==> src/rtl/signext.sv <==
// Immediate sign/zero/upper extension with combinational flags and an optional
// registered copy of the sign-extended value.
module signext #(
  parameter int unsigned IN_W  = 16,
  parameter int unsigned OUT_W = 32
) (
  input  logic             clk,
  input  logic             reset,
  input  logic [IN_W-1:0]  a,
  input  logic             en,
  output logic [OUT_W-1:0] y,
  output logic [OUT_W-1:0] y_zext,
  output logic [OUT_W-1:0] y_upper,
  output logic             is_neg,
  output logic             is_zero,
  output logic             is_ones,
  output logic [OUT_W-1:0] y_q,
  output logic             y_q_valid
);

  logic [OUT_W-1:0] cap_d, cap_q;
  logic             cap_valid_d, cap_valid_q;

  // Replication by zero is illegal, so the equal-width case is handled apart.
  if (OUT_W > IN_W) begin : g_ext
    assign y      = {{(OUT_W-IN_W){a[IN_W-1]}}, a};
    assign y_zext = {{(OUT_W-IN_W){1'b0}}, a};
  end else begin : g_same
    assign y      = a;
    assign y_zext = a;
  end

  if (OUT_W >= 2*IN_W) begin : g_upper
    assign y_upper = {a, {(OUT_W-IN_W){1'b0}}};
  end else begin : g_no_upper
    assign y_upper = '0;
  end

  assign is_neg  = a[IN_W-1];
  assign is_zero = (a == '0);
  assign is_ones = &a;

  always_comb begin
    cap_d       = cap_q;
    cap_valid_d = cap_valid_q;
    if (en) begin
      cap_d       = y;
      cap_valid_d = 1'b1;
    end
  end

  always_ff @(posedge clk) begin
    if (reset) begin
      cap_q       <= '0;
      cap_valid_q <= 1'b0;
    end else begin
      cap_q       <= cap_d;
      cap_valid_q <= cap_valid_d;
    end
  end

  assign y_q       = cap_q;
  assign y_q_valid = cap_valid_q;

endmodule

==> config.mk <==
export PLATFORM = sky130hd
export DESIGN_NAME = signext
export DESIGN_NICKNAME = d
export VERILOG_FILES = /design/src/rtl/signext.sv
export SDC_FILE = /design/constraint.sdc
export NUM_CORES = 1
export LEC_CHECK = 0
export BUFFER_PORTS_ARGS = -buffer_cell sky130_fd_sc_hd__buf_2
export CAP_MARGIN = 20
export CORE_MARGIN = 8
export CORE_UTILIZATION = 39
export DETAILED_ROUTE_END_ITERATION = 8
export MAX_ROUTING_LAYER = met4
export PLACE_DENSITY = 0.86
export SLEW_MARGIN = 10
export SYNTH_ARGS = -nofsm -noshare
export SYNTH_HDL_FRONTEND = slang
export SYNTH_SLANG_ARGS = --single-unit
==> constraint.sdc <==
create_clock -name clk -period 2.6 [get_ports clk]
set_input_delay 0.65 -clock clk [delete_from_list [all_inputs] [get_ports clk]]
set_output_delay 0.65 -clock clk [all_outputs]
set_load 0.01 [all_outputs]
After elaboration in Yosys (flattened, before gate mapping)
Index checks and enable logic that the tools add are counted.
{ "word_totals": {"ff_bits": 17, "in_bits": 19, "out_inout_bits": 132, "word_cells": 4} }
{ "classes": {"reduce_logical": 2} }
{ "op_table": {"columns": ["cell", "n"], "rows": [
  ["$logic_not A16 Y1", 1],
  ["$reduce_and A16 Y1", 1]
]} }

Longest topological paths before layout
Gate-level depths: netlist (run 1).
{ "depth": {"word_depth": 1, "mapped_depth": 4} }

Worst setup path before layout (run 1)
OpenSTA, ideal clock, no wires.
{ "synth_timing": {"path_kind": "input port to output port", "from": "input port a[12]", "to": "output port is_ones", "t_arrival_ns": 1.186, "t_required_ns": 1.950, "setup_slack_ns": 0.764, "cell_stages": 2, "cell_sequence": "nand4_1 nor4_1"} }
{ "synth_between": {"elab_chain_len": 1} }
{ "synth_lines": {"columns": ["element", "line", "source"], "rows": [
  ["start, declared", "9", "input logic [IN_W-1:0] a,"],
  ["$reduce_and A16 Y1", "41", "assign is_ones = &a;"],
  ["end, declared", "16", "output logic is_ones,"]
]} }
No other way between the ends.

Worst setup path in the final report (run 1)
{ "layout_timing": {"from": "input port a[0]", "to": "output port is_zero"} }
{ "layout_between": {"elab_chain_len": 1} }
{ "layout_lines": {"columns": ["element", "line", "source"], "rows": [
  ["$logic_not A16 Y1", "40", "assign is_zero = (a == '0);"],
  ["end, declared", "15", "output logic is_zero,"]
]} }
No other way between the ends.

==> reports/results.ini, run 1 <==
[cells_and_area]
area_growth_syn_to_layout_pct = -4.51
stdcell_area_um2 = 1460
mostFrequentLayoutCells = buf_2 (118), conb_1 (32), nor2_1 (18)
antennaDiodeCount = 0
post_route_cells_drive_above_1_share_pct = 56.9
fillers = 389
post-route-util_pct = 39.2
final_common_cell = buf_2
nets = 236

[placement]
dp_slack_ns = 0.401
port-buffer-count = 118
place.gp.congestion = 0.729
post_dp_cell_area_um2 = 1410
detailed_place_hpwl_um = 3200

[global_routing]
grt_pass1_wl_um = 5180
antenna_found_initial = 0
grt_usage_pct = 10.6
grt_max_degree = 19
grt_overflow = 0
grt_pass1_vias = 976

[timing]
fin_setup_tns_ns = 0
hold_viol = 0
setup_viol = 0
max_freq_mhz = 468
worst_slack_ns = 0.464
maxSlewHeadroom_pct = 65.7
fin_skew_ns = 0
min_period_ns = 2.14
drv_slew = 0
rsz0062_at_grt = no
worstMarginPinSlew_ns = 0.515
post-route-period-util_pct = 82.1

[clock_network]
h-tree-depth = 1
post-cts-setup-buffers = 0
clk_pin_slew_ns = 0.07
cts_buffers = 3
cts-root-buf = clkbuf_8
cts_resized = 0
clkLatencyLatePin_ns = 0.25
cts_tree = done
cts.sinks = 17
hold_buffers = 0
clockBufferDepth = 2

[yosys]
yosysTopAreaCellShare_pct = 55.6
synth-xor-area-share_pct = 0
synth_adder_area_share_pct = 0
syn_area_um2 = 1530
netlist_instances = 179
syn_avg_cell_area_um2 = 8.53
synthSimpleGateAreaFrac_pct = 8.69
synth-seq-area-share_pct = 22.3
synthTopCellsByArea = buf_4 (56%), dfxtp_1 (22%), mux2i_1 (10%)
yosys_warnings = 0
ys_types = 11
synth_compound_area_share_pct = 0
yosysTopAreaCell = buf_4
synthMuxAreaShare_pct = 10.5
ys_seq_elements = 17
synth_top_family_by_area = buffers and inverters

[setup_path]
start_kind = primary input
max_stage_delay_ns = 0.35
crit_type = in -> out
crit_arrival_ns = 1.49
cp_cell_sequence = buf_2, nor4_1, and4_1, buf_2
cp-end-kind = output pin
slowest_stage = nor4_1
worstPathMaxFanout = 6
path_common_cell = buf_2
cp_data_required_time_ns = 1.95
r2r_cells = 2

[floorplan]
die_x_um = 78.6
fp.dieH_um = 78.6
io_pins = 151
core_area_um2 = 3720
die_area_um2 = 6170
start_util_pct = 41.1
rows = 22

[min_path]
hold_path_class = reg -> reg
whs_path_depth = 2

[routing]
ant_nets = 0
wl_per_cell_um = 14.1
drc = 0
via_count = 1015
drt_iter0_drc = 17
dr.pass1.iters = 2
routed_via_density = 3.84
drt-total-wl_um = 3720

[power]
leakagePower_uw = 0.000913
powerDensity_nw_per_um2 = 481
vdd_ir_drop_max_mv = 0.169

[status]
status = completed

[run]
max_cap_violations = 0

-- per-stage QoR --
| stage | total power (uW) | std cells | hold slack, ns |
|---|---|---|---|
| final | 702 | 264 | 0.479 |
| after global routing | 746 | 264 | 0.528 |
| after CTS | 716 | 264 | 0.492 |
| after detailed placement | 512 | 260 | 0.467 |
| after global placement | 508 | 260 | 0.447 |
| after floorplan | 523 | 210 | 0.505 |
-- report_power, final --
| group | total (uW) | switching, uW | internal, uW |
|---|---|---|---|
| clock network | 199 | 92.6 | 106 |
| registers | 286 | 9.59 | 276 |
| logic | 217 | 136 | 80.4 |
| total | 702 | 239 | 463 |
-- critical path, delay by kind of cell --
family,cells,cell delay (ns)
AND/OR/NAND/NOR,2,0.58
buffers and inverters,2,0.26
-- cells by family (layout without fill, tap and decap cells) --
logic type	Yosys count	after routing
buf+inv	117	123
simple gates	28	28
flops	17	17
mux	16	16
other cells	1	32
-- layer usage --
layer  share of wire, %  global-route usage (%)
met2                 55                    19.4
met4                1.1                    5.00
met1                 33                    9.94
met3                 11                    2.96
met5                  0                       -
-- sequential cells by signal, indices dropped and copies added (netlist names) --
| register | flops |
|---|---|
| y_q_valid | 1 |
| y_q | 16 |
-- worst paths after layout --
kind	start	to	slack [ns]
setup / recovery	a[0]	is_zero	0.46
hold reg to reg	y_q_valid	y_q_valid	0.48
hold / removal	y_q_valid	y_q_valid	0.48
setup reg to reg	y_q[15]	y_q[15]	1.79
-- synthesized netlist by cell type --
master     n
conb_1     1
nand4_1    4
buf_12     1
buf_2      2
nor4_1     5
nor2_1    18
buf_6      1
mux2i_1   16
buf_4    113
and4_1     1
dfxtp_1   17
-- layout make-up --
type,count,area [um2],area share [%]
Clock buffer,3,41.3,2.83
Clock inverter,1,5.00,0.343
Sequential cell,17,340,23.3
Timing Repair Buffer,119,598,41.0
Multi-Input combinational cell,76,413,28.3
Tap cell,48,60.1,4.12
Note: power is estimated with default switching activity, not from simulation.
==> inputs of run 2 (changes only) <==
CORE_UTILIZATION = 36   (was 39)
PLACE_DENSITY = 0.81   (was 0.86)
clock period = 2 ns   (was 2.6 ns; I/O delays follow)
==> run 2 against run 1 <==
- clock power rose by 29%
- critical endpoint unchanged
- clock-buffer cell count did not move
- utilization fell by 2.8 points
==> reports/results.ini, run 2 (synthesis results as in run 1) <==
[power]
switching_share_pct = 33.9
switchingPower_uw = 309
p_int_uw = 602
leakagePower_uw = 0.000914
powerDensity_nw_per_um2 = 621
seqPwrFrac_pct = 40.8
combPwrFrac_pct = 31.1
pwr-share-clk_pct = 28.2
vdd_ir_drop_max_mv = 0.272

[routing]
drt-total-wl_um = 3740
routed_via_density = 3.82
wl_per_cell_um = 14.0
ant_nets = 0
dr.pass1.iters = 4
via_count = 1015
drc = 0
drt_iter0_drc = 32

[cells_and_area]
largest_register_ffs = 16
seq_area_um2 = 340
antennaDiodeCount = 0
final_common_cell = buf_2
nets = 236
area_growth_syn_to_layout_pct = -3.93
fillers = 448
mostFrequentLayoutCells = buf_2 (118), conb_1 (32), nor2_1 (18)
post_route_cells_drive_above_1_share_pct = 57.4
multi_input_area_um2 = 419
post-route-util_pct = 36.4

[timing]
min_period_ns = 1.84
post-route-period-util_pct = 91.8
worstMarginPinSlew_ns = 0.514
fin_skew_ns = 0
hold_viol = 0
maxSlewHeadroom_pct = 65.7
drv_slew = 0
fin_setup_tns_ns = 0
max_freq_mhz = 545
setup_viol = 0
rsz0062_at_grt = no

[setup_path]
cp-end-kind = output pin
cp_data_required_time_ns = 1.50
crit_arrival_ns = 1.34
worstPathMaxFanout = 6
crit_type = in -> out
start_kind = primary input

[floorplan]
die_area_um2 = 6580
rows = 23
fp.dieH_um = 81.1
die_x_um = 81.1
core_area_um2 = 4030
start_util_pct = 37.9
io_pins = 151

[run]
max_cap_violations = 0

[clock_network]
clk_pin_slew_ns = 0.07
cts_buffers = 3
post-cts-setup-buffers = 0
cts-root-buf = clkbuf_8
h-tree-depth = 1
hold_buffers = 0
cts_tree = done
cts.sinks = 17
clockBufferDepth = 2
clkLatencyLatePin_ns = 0.25

[status]
status = completed

[min_path]
hold_path_class = reg -> reg

[global_routing]
grt_usage_pct = 9.79
antenna_found_initial = 0
grt_pass1_vias = 939
grt_pass1_wl_um = 4870
grt_max_degree = 19
grt_overflow = 0

[placement]
place.gp.congestion = 0.716
port-buffer-count = 118
detailed_place_hpwl_um = 3170

[run 2: cell counts in the layout (fill, tap and decap cells not counted)]
Identical to the previous run, type by type.
[run 2: worst max-delay path, stage by stage]
cell	delay [ns]
buf_2	0.13
nor4_1	0.35
and4_1	0.23
buf_2	0.13
[run 2: worst paths after layout]
check                  from         to  slack (ns)  cells after the start
setup / recovery       a[0]    is_zero        0.16                      4
hold / removal    y_q_valid  y_q_valid        0.48                      2
setup reg to reg    y_q[15]    y_q[15]        1.18                      2
hold reg to reg   y_q_valid  y_q_valid        0.48                      2
[run 2: power by group through the flow]
stage	clock [uW]	combinational, uW	sequential [uW]
2_1_floorplan	0	290	390
3_3_place_gp	0	282	377
3_5_place_dp	0	287	379
4_1_cts	276	287	371
5_1_grt	292	309	374
6_report	257	283	371
[run 2: area by class of cell]
cell class                      instances  area share [%]
Multi-Input combinational cell         76            28.6
Timing Repair Buffer                  119            40.8
Sequential cell                        17            23.2
Clock inverter                          1           0.341
Clock buffer                            3            2.82
Tap cell                               50            4.27
[run 2: what timing repair did]
action | in CTS | in global routing
resized for setup | 0 | 1
setup endpoints to repair | 0 | 1
endpoints found under the hold margin | 0 | 0
[run 2: through the flow]
step	std cells	power (uW)	setup WS (ns)	cell area (um2)	hold WS, ns
after floorplan	210	680	0.464	1640	0.505
after global placement	262	660	0.0720	1410	0.446
after detailed placement	262	666	0.0767	1410	0.468
after CTS	266	935	0.0765	1460	0.488
after global routing	266	975	0.0308	1470	0.497
final	266	911	0.163	1470	0.484
[run 2: layer usage]
layer / wire [um] / GRT usage (%)
met4: 17 / 2.68
met5: 0 / -
met3: 500 / 3.97
met1: 1260 / 9.63
met2: 1960 / 17.4
